$ cat src/rtl/apb_wait_slave_if.sv
// rtl/apb_wait_slave_if.sv - APB bus bundle between the master FSM and the wait-state completer
interface apb_wait_slave_if #(
  parameter int ADDR_W = 8,
  parameter int DATA_W = 8
);
  logic              PSEL;
  logic              PEN;
  logic              PWR;
  logic [ADDR_W-1:0] PADDR;
  logic [DATA_W-1:0] PWDAT;
  logic              PRDY;
  logic [DATA_W-1:0] PRDAT;
  logic              PSLVERR;
  logic              PROTERR;

  modport master (
    output PSEL, PEN, PWR, PADDR, PWDAT,
    input  PRDY, PRDAT, PSLVERR, PROTERR
  );

  modport slave (
    input  PSEL, PEN, PWR, PADDR, PWDAT,
    output PRDY, PRDAT, PSLVERR, PROTERR
  );
endinterface

$ cat src/rtl/apb_wait_slave.sv
// rtl/apb_wait_slave.sv - APB completer with register file, programmable wait states and error flags
module apb_wait_slave #(
  parameter int              ADDR_W       = 8,
  parameter int              DATA_W       = 8,
  parameter int              DEPTH        = 16,
  parameter int              WAIT_DEFAULT = 2,
  parameter logic [ADDR_W-1:0] CFG_ADDR   = {ADDR_W{1'b1}}
) (
  input  logic            PCLK,
  input  logic            PRST,
  apb_wait_slave_if.slave bus
);
  localparam int              IDX_W   = (DEPTH > 1) ? $clog2(DEPTH) : 1;
  localparam logic [ADDR_W-1:0] DEPTH_A = ADDR_W'(DEPTH);

  typedef enum logic [1:0] {IDLE = 2'd0, SETUP = 2'd1, ACCESS = 2'd2} state_t;

  state_t            state, state_n;
  logic [DATA_W-1:0] cnt;
  logic [DATA_W-1:0] wait_reg;
  logic [ADDR_W-1:0] addr_q;
  logic [DATA_W-1:0] wdat_q;
  logic              wr_q;
  logic              err_q;
  logic [DATA_W-1:0] rdat_q;
  logic              proterr_q;
  logic [DATA_W-1:0] mem [DEPTH];

  logic              latch;
  logic              ena_err;
  logic              abort;
  logic              addr_bad;
  logic              commit;
  logic [DATA_W-1:0] rd_val;

  // Only the latched address decides the response; live PADDR is ignored once in ACCESS.
  assign addr_bad    = (addr_q >= DEPTH_A) && (addr_q != CFG_ADDR);
  assign bus.PRDY    = (state == ACCESS) && bus.PSEL && bus.PEN && (cnt == '0);
  assign bus.PSLVERR = bus.PRDY && (addr_bad || err_q);
  assign bus.PRDAT   = rdat_q;
  assign bus.PROTERR = proterr_q;
  assign commit      = bus.PRDY && wr_q && !err_q && !addr_bad;

  // Read value captured at SETUP: storage, the wait register, or zero for unmapped addresses.
  always_comb begin
    rd_val = '0;
    if (bus.PADDR == CFG_ADDR) begin
      rd_val = wait_reg;
    end else if (bus.PADDR < DEPTH_A) begin
      rd_val = mem[bus.PADDR[IDX_W-1:0]];
    end
  end

  // Next-state decode plus the one-cycle strobes that steer the datapath.
  always_comb begin
    state_n = state;
    latch   = 1'b0;
    ena_err = 1'b0;
    abort   = 1'b0;
    case (state)
      IDLE: begin
        if (bus.PSEL && !bus.PEN) begin
          latch   = 1'b1;
          state_n = SETUP;
        end else if (bus.PSEL && bus.PEN) begin
          ena_err = 1'b1;
          state_n = ACCESS;
        end
      end
      SETUP: begin
        if (!bus.PSEL) begin
          state_n = IDLE;
        end else if (bus.PEN) begin
          state_n = ACCESS;
        end else begin
          latch = 1'b1;
        end
      end
      ACCESS: begin
        if (!(bus.PSEL && bus.PEN)) begin
          abort   = 1'b1;
          state_n = IDLE;
        end else if (cnt == '0) begin
          state_n = IDLE;
        end
      end
      default: state_n = IDLE;
    endcase
  end

  // State register.
  always_ff @(posedge PCLK) begin
    if (!PRST) begin
      state <= IDLE;
    end else begin
      state <= state_n;
    end
  end

  // Transfer latches, wait counter, config register, read data and sticky protocol flag.
  always_ff @(posedge PCLK) begin
    if (!PRST) begin
      cnt       <= '0;
      wait_reg  <= DATA_W'(WAIT_DEFAULT);
      addr_q    <= '0;
      wdat_q    <= '0;
      wr_q      <= 1'b0;
      err_q     <= 1'b0;
      rdat_q    <= '0;
      proterr_q <= 1'b0;
    end else begin
      if (latch) begin
        addr_q <= bus.PADDR;
        wdat_q <= bus.PWDAT;
        wr_q   <= bus.PWR;
        err_q  <= 1'b0;
        cnt    <= wait_reg;
        if (!bus.PWR) begin
          rdat_q <= rd_val;
        end
      end else if (ena_err) begin
        err_q     <= 1'b1;
        wr_q      <= bus.PWR;
        cnt       <= '0;
        proterr_q <= 1'b1;
        if (!bus.PWR) begin
          rdat_q <= '0;
        end
      end else if (abort) begin
        cnt       <= '0;
        proterr_q <= 1'b1;
      end else if ((state == ACCESS) && (cnt != '0)) begin
        cnt <= cnt - DATA_W'(1);
      end
      if (commit && (addr_q == CFG_ADDR)) begin
        wait_reg <= wdat_q;
      end
    end
  end

  // Storage writes; contents deliberately survive reset.
  always_ff @(posedge PCLK) begin
    if (PRST && commit && (addr_q < DEPTH_A)) begin
      mem[addr_q[IDX_W-1:0]] <= wdat_q;
    end
  end
endmodule

$ cat src/flat_wrapper.sv
// flat-port wrapper written by rule: the top's interface ports become plain ports
module apb_wait_slave_flat 
#(
  parameter int              ADDR_W       = 8,
  parameter int              DATA_W       = 8,
  parameter int              DEPTH        = 16,
  parameter int              WAIT_DEFAULT = 2,
  parameter logic [ADDR_W-1:0] CFG_ADDR   = {ADDR_W{1'b1}}
)
  (PCLK, PRST, bus_PSEL, bus_PEN, bus_PWR, bus_PADDR, bus_PWDAT, bus_PRDY, bus_PRDAT, bus_PSLVERR, bus_PROTERR);
  apb_wait_slave_if #(.ADDR_W(ADDR_W), .DATA_W(DATA_W)) bus_i ();
  input  logic PCLK;
  input  logic PRST;
  input wire logic [$bits(bus_i.PSEL)-1:0] bus_PSEL;
  input wire logic [$bits(bus_i.PEN)-1:0] bus_PEN;
  input wire logic [$bits(bus_i.PWR)-1:0] bus_PWR;
  input wire logic [$bits(bus_i.PADDR)-1:0] bus_PADDR;
  input wire logic [$bits(bus_i.PWDAT)-1:0] bus_PWDAT;
  output wire logic [$bits(bus_i.PRDY)-1:0] bus_PRDY;
  output wire logic [$bits(bus_i.PRDAT)-1:0] bus_PRDAT;
  output wire logic [$bits(bus_i.PSLVERR)-1:0] bus_PSLVERR;
  output wire logic [$bits(bus_i.PROTERR)-1:0] bus_PROTERR;
  assign bus_i.PSEL = bus_PSEL;
  assign bus_i.PEN = bus_PEN;
  assign bus_i.PWR = bus_PWR;
  assign bus_i.PADDR = bus_PADDR;
  assign bus_i.PWDAT = bus_PWDAT;
  assign bus_PRDY = bus_i.PRDY;
  assign bus_PRDAT = bus_i.PRDAT;
  assign bus_PSLVERR = bus_i.PSLVERR;
  assign bus_PROTERR = bus_i.PROTERR;
  apb_wait_slave #(.ADDR_W(ADDR_W), .DATA_W(DATA_W), .DEPTH(DEPTH), .WAIT_DEFAULT(WAIT_DEFAULT), .CFG_ADDR(CFG_ADDR)) u_core (.PCLK(PCLK), .PRST(PRST), .bus(bus_i));
endmodule
$ cat config.mk
export PLATFORM = sky130hd
export DESIGN_NAME = apb_wait_slave_flat
export DESIGN_NICKNAME = d
export VERILOG_FILES = /design/src/rtl/apb_wait_slave_if.sv /design/src/rtl/apb_wait_slave.sv /design/src/flat_wrapper.sv
export SDC_FILE = /design/constraint.sdc
export NUM_CORES = 1
export LEC_CHECK = 0
export BUFFER_PORTS_ARGS = -buffer_cell sky130_fd_sc_hd__buf_2
export CAP_MARGIN = 10
export CORE_MARGIN = 3
export CORE_UTILIZATION = 40
export DETAILED_ROUTE_END_ITERATION = 10
export GPL_ROUTABILITY_DRIVEN = 0
export HOLD_SLACK_MARGIN = 0.05
export PLACE_DENSITY = 0.68
export SYNTH_ARGS = -nofsm -noshare
export SYNTH_HDL_FRONTEND = slang
export SYNTH_SLANG_ARGS = --single-unit
$ cat constraint.sdc
create_clock -name PCLK -period 3.6 [get_ports PCLK]
set_input_delay 0.72 -clock PCLK [delete_from_list [all_inputs] [get_ports PCLK]]
set_output_delay 0.72 -clock PCLK [all_outputs]
set_load 0.02 [all_outputs]
==> results.py, run 1 <==
metrics = {
    "pwr": {
        "ir_drop_mv": 0.3087,
        "power_uw": 4212,
        "power.leakage_uw": 0.002915,
        "power_density_mw_per_mm2": 523.1,
    },
    "critical_path": {
        "slowest_delay_ns": 0.74,
        "cp-end-kind": "flop",
        "required_ns": 3.64,
        "worstPathArrival_ns": 2.80,
        "critPathMaxFanout": 11,
        "crit_type": "reg2reg",
        "crit_family": "simple AND/OR/NAND/NOR gates",
        "path_buf_inv": 2,
        "start_kind": "flop",
        "path_cells": "inv_1, ha_1, nor4b_4, nand4_1, buf_4, nor4b_2, nor2b_1",
        "slowest_stage": "nor2b_1",
    },
    "route": {
        "wirelength_um": 15740,
        "drc": 0,
        "first_pass_iters": 7,
        "drtIter0Drc": 433,
        "vias": 4178,
        "ant_nets": 0,
        "wl_per_cell_um": 21.62,
        "drt-vias-per-instance": 5.739,
    },
    "clock_tree": {
        "clock-sinks": 173,
        "cts-root-buf": "clkbuf_16",
        "path_clk_slew_ns": 0.06,
        "cts_tree": "yes",
        "clock_path_buffers": 2,
        "postCtsResizedCells": 0,
        "clkLatencyLatePin_ns": 0.42,
        "h-tree-depth": 4,
        "postCtsHoldBufs": 0,
        "numCtsBuffers": 17,
        "postCtsSetupRepairBufs": 0,
    },
    "synthesis": {
        "yosysTopAreaCell": "edfxtp_1",
        "yosysWarnings": 0,
        "synth_area_leaders": "edfxtp_1 54%, dfxtp_1 13%, mux4_2 6.4%, mux4_1 4.4%, nand2_1 2.2%",
        "ys_seq_area_frac": 0.6695,
        "synth_top_area_share": 0.5424,
        "ys_ff_latch": 173,
        "synth_edf_count": 128,
        "synth.cells.most_frequent": "128 x edfxtp_1, 45 x dfxtp_1, 42 x nand2_1",
        "synth_nets": 472,
        "syn_avg_cell_area_um2": 15.78,
        "netlist_instances": 449,
        "yosysUniqueCellTypes": 60,
        "synthFlopType": "edfxtp_1",
        "async_reset_ff_frac": 0,
        "yosysMostFrequentCell": "edfxtp_1",
        "synth_area_mm2": 0.007087,
    },
    "floorplan": {
        "num_rows": 48,
        "ioPinCount": 32,
        "core_area_mm2": 0.01730,
        "dieWidth_um": 139.1,
        "design.die.area_mm2": 0.01935,
        "start_util": 0.4097,
        "die_h_um": 139.1,
    },
    "run_status": {
        "status": "completed",
    },
    "global_route": {
        "grt_first_pass_wirelength_um": 24560,
        "grt_remaining_overflow": 0,
        "grt_max_degree": 29,
        "globalRouteTotalUtil": 0.1674,
        "antenna_found_initial": 0,
        "grt_pass1_vias": 4106,
    },
    "finish": {
        "fillerInstances": 1491,
        "syn2layout_area_growth_pct": 13.63,
        "antennaDiodeCount": 0,
        "final_cell_area_mm2": 0.008053,
        "drive_gt1_frac": 0.2207,
        "largest_reg_flops": 128,
        "nNetsFinal": 513,
    },
    "timing": {
        "finalCriticalPeriod_ns": 2.759,
        "worst_slew_pin_slew_ns": 0.8719,
        "skew_ns": 0.01133,
        "setup_viol": 0,
        "fin_crit_sh": 0.7663,
        "relSlewSlack": 0.4166,
        "maxSlewViolCount": 0,
        "fin_setup_tns_ns": 0,
        "hold_slack_ns": 0.4588,
        "max_freq_mhz": 362.5,
        "timing.final.hold_violations": 0,
        "rsz0062_at_grt": "false",
    },
    "placement": {
        "place_hpwl_um": 10430,
        "portBuffers": 31,
        "dpl_cell_area_mm2": 0.007462,
    },
    "run": {
        "drv_cap": 0,
    },
    "hold_path": {
        "hp-class": "reg2reg",
    },
}
[worst paths after layout]
check                     start                to  slack (ns)  cells past startpoint
setup / recovery  u_core.cnt[0]  u_core.mem[3][5]        0.84                      7
hold / removal      u_core.wr_q       u_core.wr_q        0.46                      1
setup reg to reg  u_core.cnt[0]  u_core.mem[3][5]        0.84                      7
hold reg to reg     u_core.wr_q       u_core.wr_q        0.46                      1
[metrics by stage]
step	util	instances	setup slack, ns
2_1_floorplan	-	449	1.009
3_3_place_gp	0.4314	696	0.7254
3_5_place_dp	0.4314	696	0.7559
4_1_cts	0.4656	728	0.8075
5_1_grt	0.4656	728	0.6212
6_report	0.4656	728	0.8415
[worst reg2reg max path, delay by kind of cell, from the launching register on]
kind | cells | cell delay, ns
flops | 1 | 0.34
buf+inv | 2 | 0.30
simple gates | 4 | 1.57
fa+ha+maj | 1 | 0.17
[layer usage]
metal | GRT usage | wire length [um] | part of all wire | vias up
met3 | 0.04241 | 954 | 0.061 | 20
met4 | 0.04789 | 236 | 0.015 | 0
met2 | 0.2790 | 8170 | 0.52 | 146
met5 | 0 | 0 | 0 | -
met1 | 0.2191 | 6380 | 0.41 | 2137
li1 | - | - | - | 1875
[power breakdown]
part | internal (uW) | leakage (uW) | switching [uW]
clock network | 1040 | 0.000299 | 762
logic | 91.0 | 0.000936 | 119
registers | 2150 | 0.00168 | 44.5
total | 3290 | 0.00291 | 926
[cell type report]
type	count	area (um^2)	share of cell area
flip-flops and latches	173	4745	0.5892
multi-input cells	251	2180	0.2707
clock buffers	24	528.0	0.06557
well taps	225	281.5	0.03496
repair buffers	42	237.7	0.02952
clock inverters	8	62.56	0.007769
inverters	5	18.77	0.002331
[cell families (layout without fill, tap and decap cells)]
group,count (synthesis),count (layout),synth area share
xor+xnor,2,2,0.002472
fa+ha+maj,2,2,0.003531
buf+inv,25,79,0.02366
compound gates,78,78,0.07115
mux,50,50,0.1349
flops,173,173,0.6695
simple gates,119,119,0.09481
[placed cells by master (no fill, tap or decap), drive strengths merged, types with 12 or more instances in the layout]
cell type  instances
a21oi             30
buf               42
clkbuf            24
dfxtp             45
edfxtp           128
inv               12
mux4              32
nand2             42
nor2              17
o21ai             18
Power figures use the tool's default switching activity.
==> run 2, diff against run 1 <==
--- a/config.mk
+++ b/config.mk
@@ -5,6 +5,7 @@
 export SDC_FILE = /design/constraint.sdc
 export NUM_CORES = 1
 export LEC_CHECK = 0
+export ABC_AREA = 1
 export BUFFER_PORTS_ARGS = -buffer_cell sky130_fd_sc_hd__buf_2
 export CAP_MARGIN = 10
 export CORE_MARGIN = 3
==> constraint.sdc (replaced) <==
create_clock -name PCLK -period 2.8 [get_ports PCLK]
set_input_delay 0.56 -clock PCLK [delete_from_list [all_inputs] [get_ports PCLK]]
set_output_delay 0.56 -clock PCLK [all_outputs]
set_load 0.02 [all_outputs]
==> run 2 against run 1 <==
Synthesized area grew 9.5%. Final cell count grew 62%. Clock power increased by 28%. Global-route usage grew 0.40 points. Power rose by 33%. Combinational power grew 94%. Synthesized cell count is 94% higher. Critical endpoint is now bus_PSLVERR.
==> results.py, run 2 <==
metrics = {
    "synthesis": {
        "synth_area_leaders": "edfxtp_1 50%, nand2_1 13%, dfxtp_1 12%, inv_1 6.6%, nand3_1 5.8%",
        "yosysMostFrequentCell": "nand2_1",
        "ys_seq_area_frac": 0.6112,
        "synth.cells.most_frequent": "278 x nand2_1, 137 x inv_1, 128 x edfxtp_1",
        "synth_area_mm2": 0.007762,
        "synthFlopType": "edfxtp_1",
        "yosysUniqueCellTypes": 31,
        "syn_avg_cell_area_um2": 8.933,
        "yosysTopAreaCell": "edfxtp_1",
        "synth_edf_count": 128,
        "synth_top_area_share": 0.4952,
        "synth_nets": 892,
        "yosysWarnings": 0,
        "netlist_instances": 869,
        "async_reset_ff_frac": 0,
        "ys_ff_latch": 173,
    },
    "route": {
        "drtIter0Drc": 423,
        "wl_per_cell_um": 15.13,
        "ant_nets": 0,
        "drc": 0,
        "drt-vias-per-instance": 4.773,
        "first_pass_iters": 7,
        "wirelength_um": 17880,
        "vias": 5642,
    },
    "timing": {
        "setup_ws_ns": 0.5653,
        "finalCriticalPeriod_ns": 2.235,
        "worst_slew_pin_slew_ns": 0.9955,
        "skew_ns": 0.006352,
        "timing.final.hold_violations": 0,
        "setup_viol": 0,
        "maxSlewViolCount": 0,
        "rsz0062_at_grt": "false",
        "fin_crit_sh": 0.7981,
        "relSlewSlack": 0.3355,
        "max_freq_mhz": 447.5,
        "fin_setup_tns_ns": 0,
    },
    "clock_tree": {
        "path_clk_slew_ns": 0.06,
        "clkLatencyLatePin_ns": 0.43,
        "postCtsHoldBufs": 0,
        "clock_path_buffers": 2,
        "numCtsBuffers": 17,
        "h-tree-depth": 4,
        "postCtsResizedCells": 0,
        "cts-root-buf": "clkbuf_16",
        "cts_tree": "yes",
        "postCtsSetupRepairBufs": 0,
        "clock-sinks": 173,
    },
    "finish": {
        "seqCellArea_mm2": 0.004745,
        "largest_reg_flops": 128,
        "syn2layout_area_growth_pct": 14.06,
        "nNetsFinal": 932,
        "multiInputGateArea_mm2": 0.002306,
        "final_common_cell": "nand2_1",
        "drive_gt1_frac": 0.1215,
        "mostFrequentLayoutCells": "278 x nand2_1, 137 x inv_1, 128 x edfxtp_1",
        "fillerInstances": 1846,
        "antennaDiodeCount": 0,
    },
    "global_route": {
        "antenna_found_initial": 0,
        "grt_pass1_vias": 5328,
        "grt_first_pass_wirelength_um": 28270,
        "grt_remaining_overflow": 0,
        "grt_max_degree": 74,
        "globalRouteTotalUtil": 0.1714,
    },
    "critical_path": {
        "required_ns": 2.24,
        "cp_common_cell": "inv_1",
        "crit_type": "reg2out",
        "slowest_delay_ns": 0.32,
        "critPathMaxFanout": 3,
        "path_buf_inv": 4,
        "rrSetupSlack_ns": 0.66,
        "crit_family": "buffers and inverters",
        "cp-end-kind": "output port",
        "worstPathArrival_ns": 1.67,
        "start_kind": "flop",
        "slowest_stage": "dfxtp_1",
        "path_cells": "inv_1, ha_1, inv_1, nor2_1, nand2_2, inv_2, nand2_1, a21oi_1, buf_2",
    },
    "pwr": {
        "power.leakage_uw": 0.004033,
        "ir_drop_mv": 0.3726,
        "power_density_mw_per_mm2": 631.4,
    },
    "floorplan": {
        "num_rows": 50,
        "core_area_mm2": 0.01889,
        "die_h_um": 145.3,
        "dieWidth_um": 145.3,
        "start_util": 0.4109,
        "design.die.area_mm2": 0.02111,
        "ioPinCount": 32,
    },
    "placement": {
        "place_hpwl_um": 11260,
        "portBuffers": 31,
        "preCtsSetupSlack_ns": 0.5893,
    },
    "run": {
        "drv_cap": 0,
    },
    "hold_path": {
        "hp-class": "in2reg",
    },
    "run_status": {
        "status": "completed",
    },
}
-- run 2: cell count changes after synthesis, sizes merged, moves of 19 or more --
cell   delta
nand2   +245
nand3    +81
inv     +138
a21oi    -19
mux4     -32
nor2     +55
-- run 2: worst min-delay path, cell delays in order --
cell     delay [ns]
buf_2          0.07
o21ai_0        0.07
nor2_1         0.08
-- run 2: per-layer routing --
| metal | track usage | wire, um | vias to the layer above |
|---|---|---|---|
| met5 | 0 | 0 | - |
| met1 | 0.2208 | 7805 | 2617 |
| met4 | 0.06505 | 415 | 0 |
| li1 | - | - | 2837 |
| met3 | 0.02780 | 947 | 30 |
| met2 | 0.2921 | 8714 | 158 |
-- run 2: cell type report --
| cell class | instances | share of cell area |
|---|---|---|
| Clock buffer | 18 | 0.04847 |
| Clock inverter | 14 | 0.01710 |
| Inverter | 143 | 0.06063 |
| Multi-Input combinational cell | 519 | 0.2605 |
| Sequential cell | 173 | 0.5359 |
| Tap cell | 260 | 0.03674 |
| Timing Repair Buffer | 55 | 0.04070 |
-- run 2: through the flow --
step | power (uW) | instance area (um^2) | hold slack [ns] | instances | util
6_report | 5590 | 8853 | 0.3805 | 1182 | 0.4686
5_1_grt | 5798 | 8853 | 0.3997 | 1182 | 0.4686
4_1_cts | 5618 | 8853 | 0.3752 | 1182 | 0.4686
3_5_place_dp | 3333 | 8273 | 0.4432 | 1150 | 0.4379
3_3_place_gp | 3326 | 8273 | 0.4427 | 1150 | 0.4379
2_1_floorplan | 3193 | 7762 | 0.4513 | 869 | -
-- run 2: cells by family after synthesis --
kind of cell | Yosys count | share of synthesized area
AO/OA/AOI/OAI | 47 | 0.03288
XOR/XNOR | 3 | 0.003386
adder cells (fa/ha/maj) | 2 | 0.003223
buffers and inverters | 177 | 0.09171
flip-flops | 173 | 0.6112
AND/OR/NAND/NOR | 467 | 0.2576
-- run 2: worst paths after layout --
check,start,end,cells after the start
worst max register to register,u_core.cnt[0],u_core.mem[14][7],11
worst min register to register,u_core.bus.PRDAT[4],u_core.bus.PRDAT[4],2
worst max-delay path,u_core.cnt[0],bus_PSLVERR,9
worst min-delay path,bus_PWDAT[3],u_core.wdat_q[3],3
-- run 2: where the power goes --
| group | internal [uW] | switching (uW) |
|---|---|---|
| combinational | 134 | 273 |
| clock | 1380 | 927 |
| sequential | 2790 | 78.5 |
==> run 3, diff against run 2 <==
==> constraint.sdc (replaced) <==
create_clock -name PCLK -period 2.3 [get_ports PCLK]
set_input_delay 0.46 -clock PCLK [delete_from_list [all_inputs] [get_ports PCLK]]
set_output_delay 0.46 -clock PCLK [all_outputs]
set_load 0.02 [all_outputs]
==> run 3 against run 2 <==
Clock power rose by 27%. Worst hold slack got worse by 0.099 ns. Global-route usage rose by 0.57 points. Clock skew rose by 0.0020 ns. Die area did not move. Sequential share of layout area fell by 0.85 points. Final area rose by 1.6%. Count of clock-buffer cells in the layout rose by 2. Largest cell class unchanged.
==> results.py, run 3 (synthesized netlist as in run 2, its figures left out) <==
metrics = {
    "run_status": {
        "status": "completed",
    },
    "placement": {
        "preCtsSetupSlack_ns": 0.1899,
        "place_hpwl_um": 11590,
        "portBuffers": 31,
        "dpl_cell_area_mm2": 0.008383,
    },
    "route": {
        "wirelength_um": 18070,
        "drt-vias-per-instance": 4.792,
        "drc": 0,
        "wl_per_cell_um": 15.12,
        "first_pass_iters": 5,
        "drtIter0Drc": 558,
        "vias": 5727,
        "ant_nets": 0,
    },
    "clock_tree": {
        "postCtsSetupRepairBufs": 0,
        "postCtsHoldBufs": 0,
        "h-tree-depth": 4,
        "clock-sinks": 173,
        "numCtsBuffers": 17,
        "cts-root-buf": "clkbuf_16",
        "clock_path_buffers": 2,
        "path_clk_slew_ns": 0.06,
        "clkLatencyLatePin_ns": 0.43,
        "cts_tree": "yes",
        "postCtsResizedCells": 0,
    },
    "finish": {
        "antennaDiodeCount": 0,
        "drive_gt1_frac": 0.1337,
        "nNetsFinal": 945,
        "fillerInstances": 1820,
        "final_common_cell": "nand2_1",
        "largest_reg_flops": 128,
        "syn2layout_area_growth_pct": 15.89,
        "final_cell_area_mm2": 0.008996,
        "mostFrequentLayoutCells": "278 x nand2_1, 137 x inv_1, 128 x edfxtp_1",
    },
    "floorplan": {
        "core_area_mm2": 0.01889,
        "die_h_um": 145.3,
        "ioPinCount": 32,
        "start_util": 0.4109,
        "num_rows": 50,
        "design.die.area_mm2": 0.02111,
        "dieWidth_um": 145.3,
    },
    "global_route": {
        "grt_max_degree": 58,
        "grt_pass1_vias": 5429,
        "grt_remaining_overflow": 0,
        "antenna_found_initial": 0,
        "globalRouteTotalUtil": 0.1771,
        "grt_first_pass_wirelength_um": 28990,
    },
    "timing": {
        "maxSlewViolCount": 0,
        "skew_ns": 0.008397,
        "relSlewSlack": 0.3619,
        "timing.final.hold_violations": 0,
        "fin_crit_sh": 0.9301,
        "worst_slew_pin_slew_ns": 0.9558,
        "finalCriticalPeriod_ns": 2.139,
        "rsz0062_at_grt": "false",
        "max_freq_mhz": 467.4,
        "setup_ws_ns": 0.1607,
        "hold_slack_ns": 0.2817,
        "fin_setup_tns_ns": 0,
        "setup_viol": 0,
    },
    "pwr": {
        "ir_drop_mv": 0.5735,
        "power_uw": 6962,
        "power.leakage_uw": 0.004121,
        "power_density_mw_per_mm2": 773.9,
    },
    "critical_path": {
        "worstPathArrival_ns": 1.68,
        "slowest_delay_ns": 0.32,
        "crit_type": "reg2out",
        "slowest_stage": "dfxtp_1",
        "required_ns": 1.84,
        "critPathMaxFanout": 3,
        "cp-end-kind": "output port",
        "start_kind": "flop",
        "rrSetupSlack_ns": 0.18,
        "cp_common_cell": "inv_1",
        "path_cells": "inv_1, ha_1, inv_1, nor2_1, nand2_2, inv_2, nand2_1, a21oi_2, buf_4",
    },
    "hold_path": {
        "hp-class": "in2reg",
    },
    "run": {
        "drv_cap": 0,
    },
}
-- run 3: cell count changes in the layout (fill, tap and decap cells not counted), moves of 2 or more --
cell        previous run  this run
clkinv_4               1         3
buf_4                 22        35
clkbuf_1               1         3
clkinvlp_4             3         1
-- run 3: where the power goes --
group	total [uW]	internal [uW]	switching, uW
clock	2940	1810	1130
combinational	580	181	398
sequential	3440	3400	43.2
total	6960	5390	1570
-- run 3: metrics by stage --
step / utilization / instances
after floorplan: - / 869
after global placement: 0.4437 / 1163
after detailed placement: 0.4437 / 1163
after CTS: 0.4758 / 1195
after global routing: 0.4762 / 1195
final: 0.4762 / 1195
-- run 3: per-layer routing --
metal / up-vias / track usage / wire (um)
li1: 2860 / - / -
met1: 2684 / 0.2324 / 8069
met2: 156 / 0.2896 / 8673
met3: 27 / 0.03342 / 888
met4: 0 / 0.07550 / 437
met5: - / 0 / 0
-- run 3: cell type report --
class                           instances  area [um^2]  share of cell area
Sequential cell                       173         4745              0.5274
Multi-Input combinational cell        519         2310              0.2567
Inverter                              143        536.8             0.05967
Timing Repair Buffer                   68        473.0             0.05257
Clock buffer                           20        436.7             0.04854
Tap cell                              260        325.3             0.03616
Clock inverter                         12        170.2             0.01892
-- run 3: worst max-delay path: cells and delay by family, from the launching register on --
kind                       cells  cell delay (ns)
buffers and inverters          4             0.36
and+or+nand+nor                3             0.29
adders and majority gates      1             0.15
AOI/OAI and AO/OA              1             0.13
DFF                            1             0.32
-- run 3: path summary, 6_finish.rpt --
path / startpoint / endpoint / cells after the start
worst max-delay path: u_core.cnt[0] / bus_PSLVERR / 9
worst min register to register: u_core.bus.PRDAT[7] / u_core.bus.PRDAT[7] / 2
worst min-delay path: bus_PWDAT[4] / u_core.wdat_q[4] / 3
worst max register to register: u_core.cnt[0] / u_core.mem[9][3] / 11
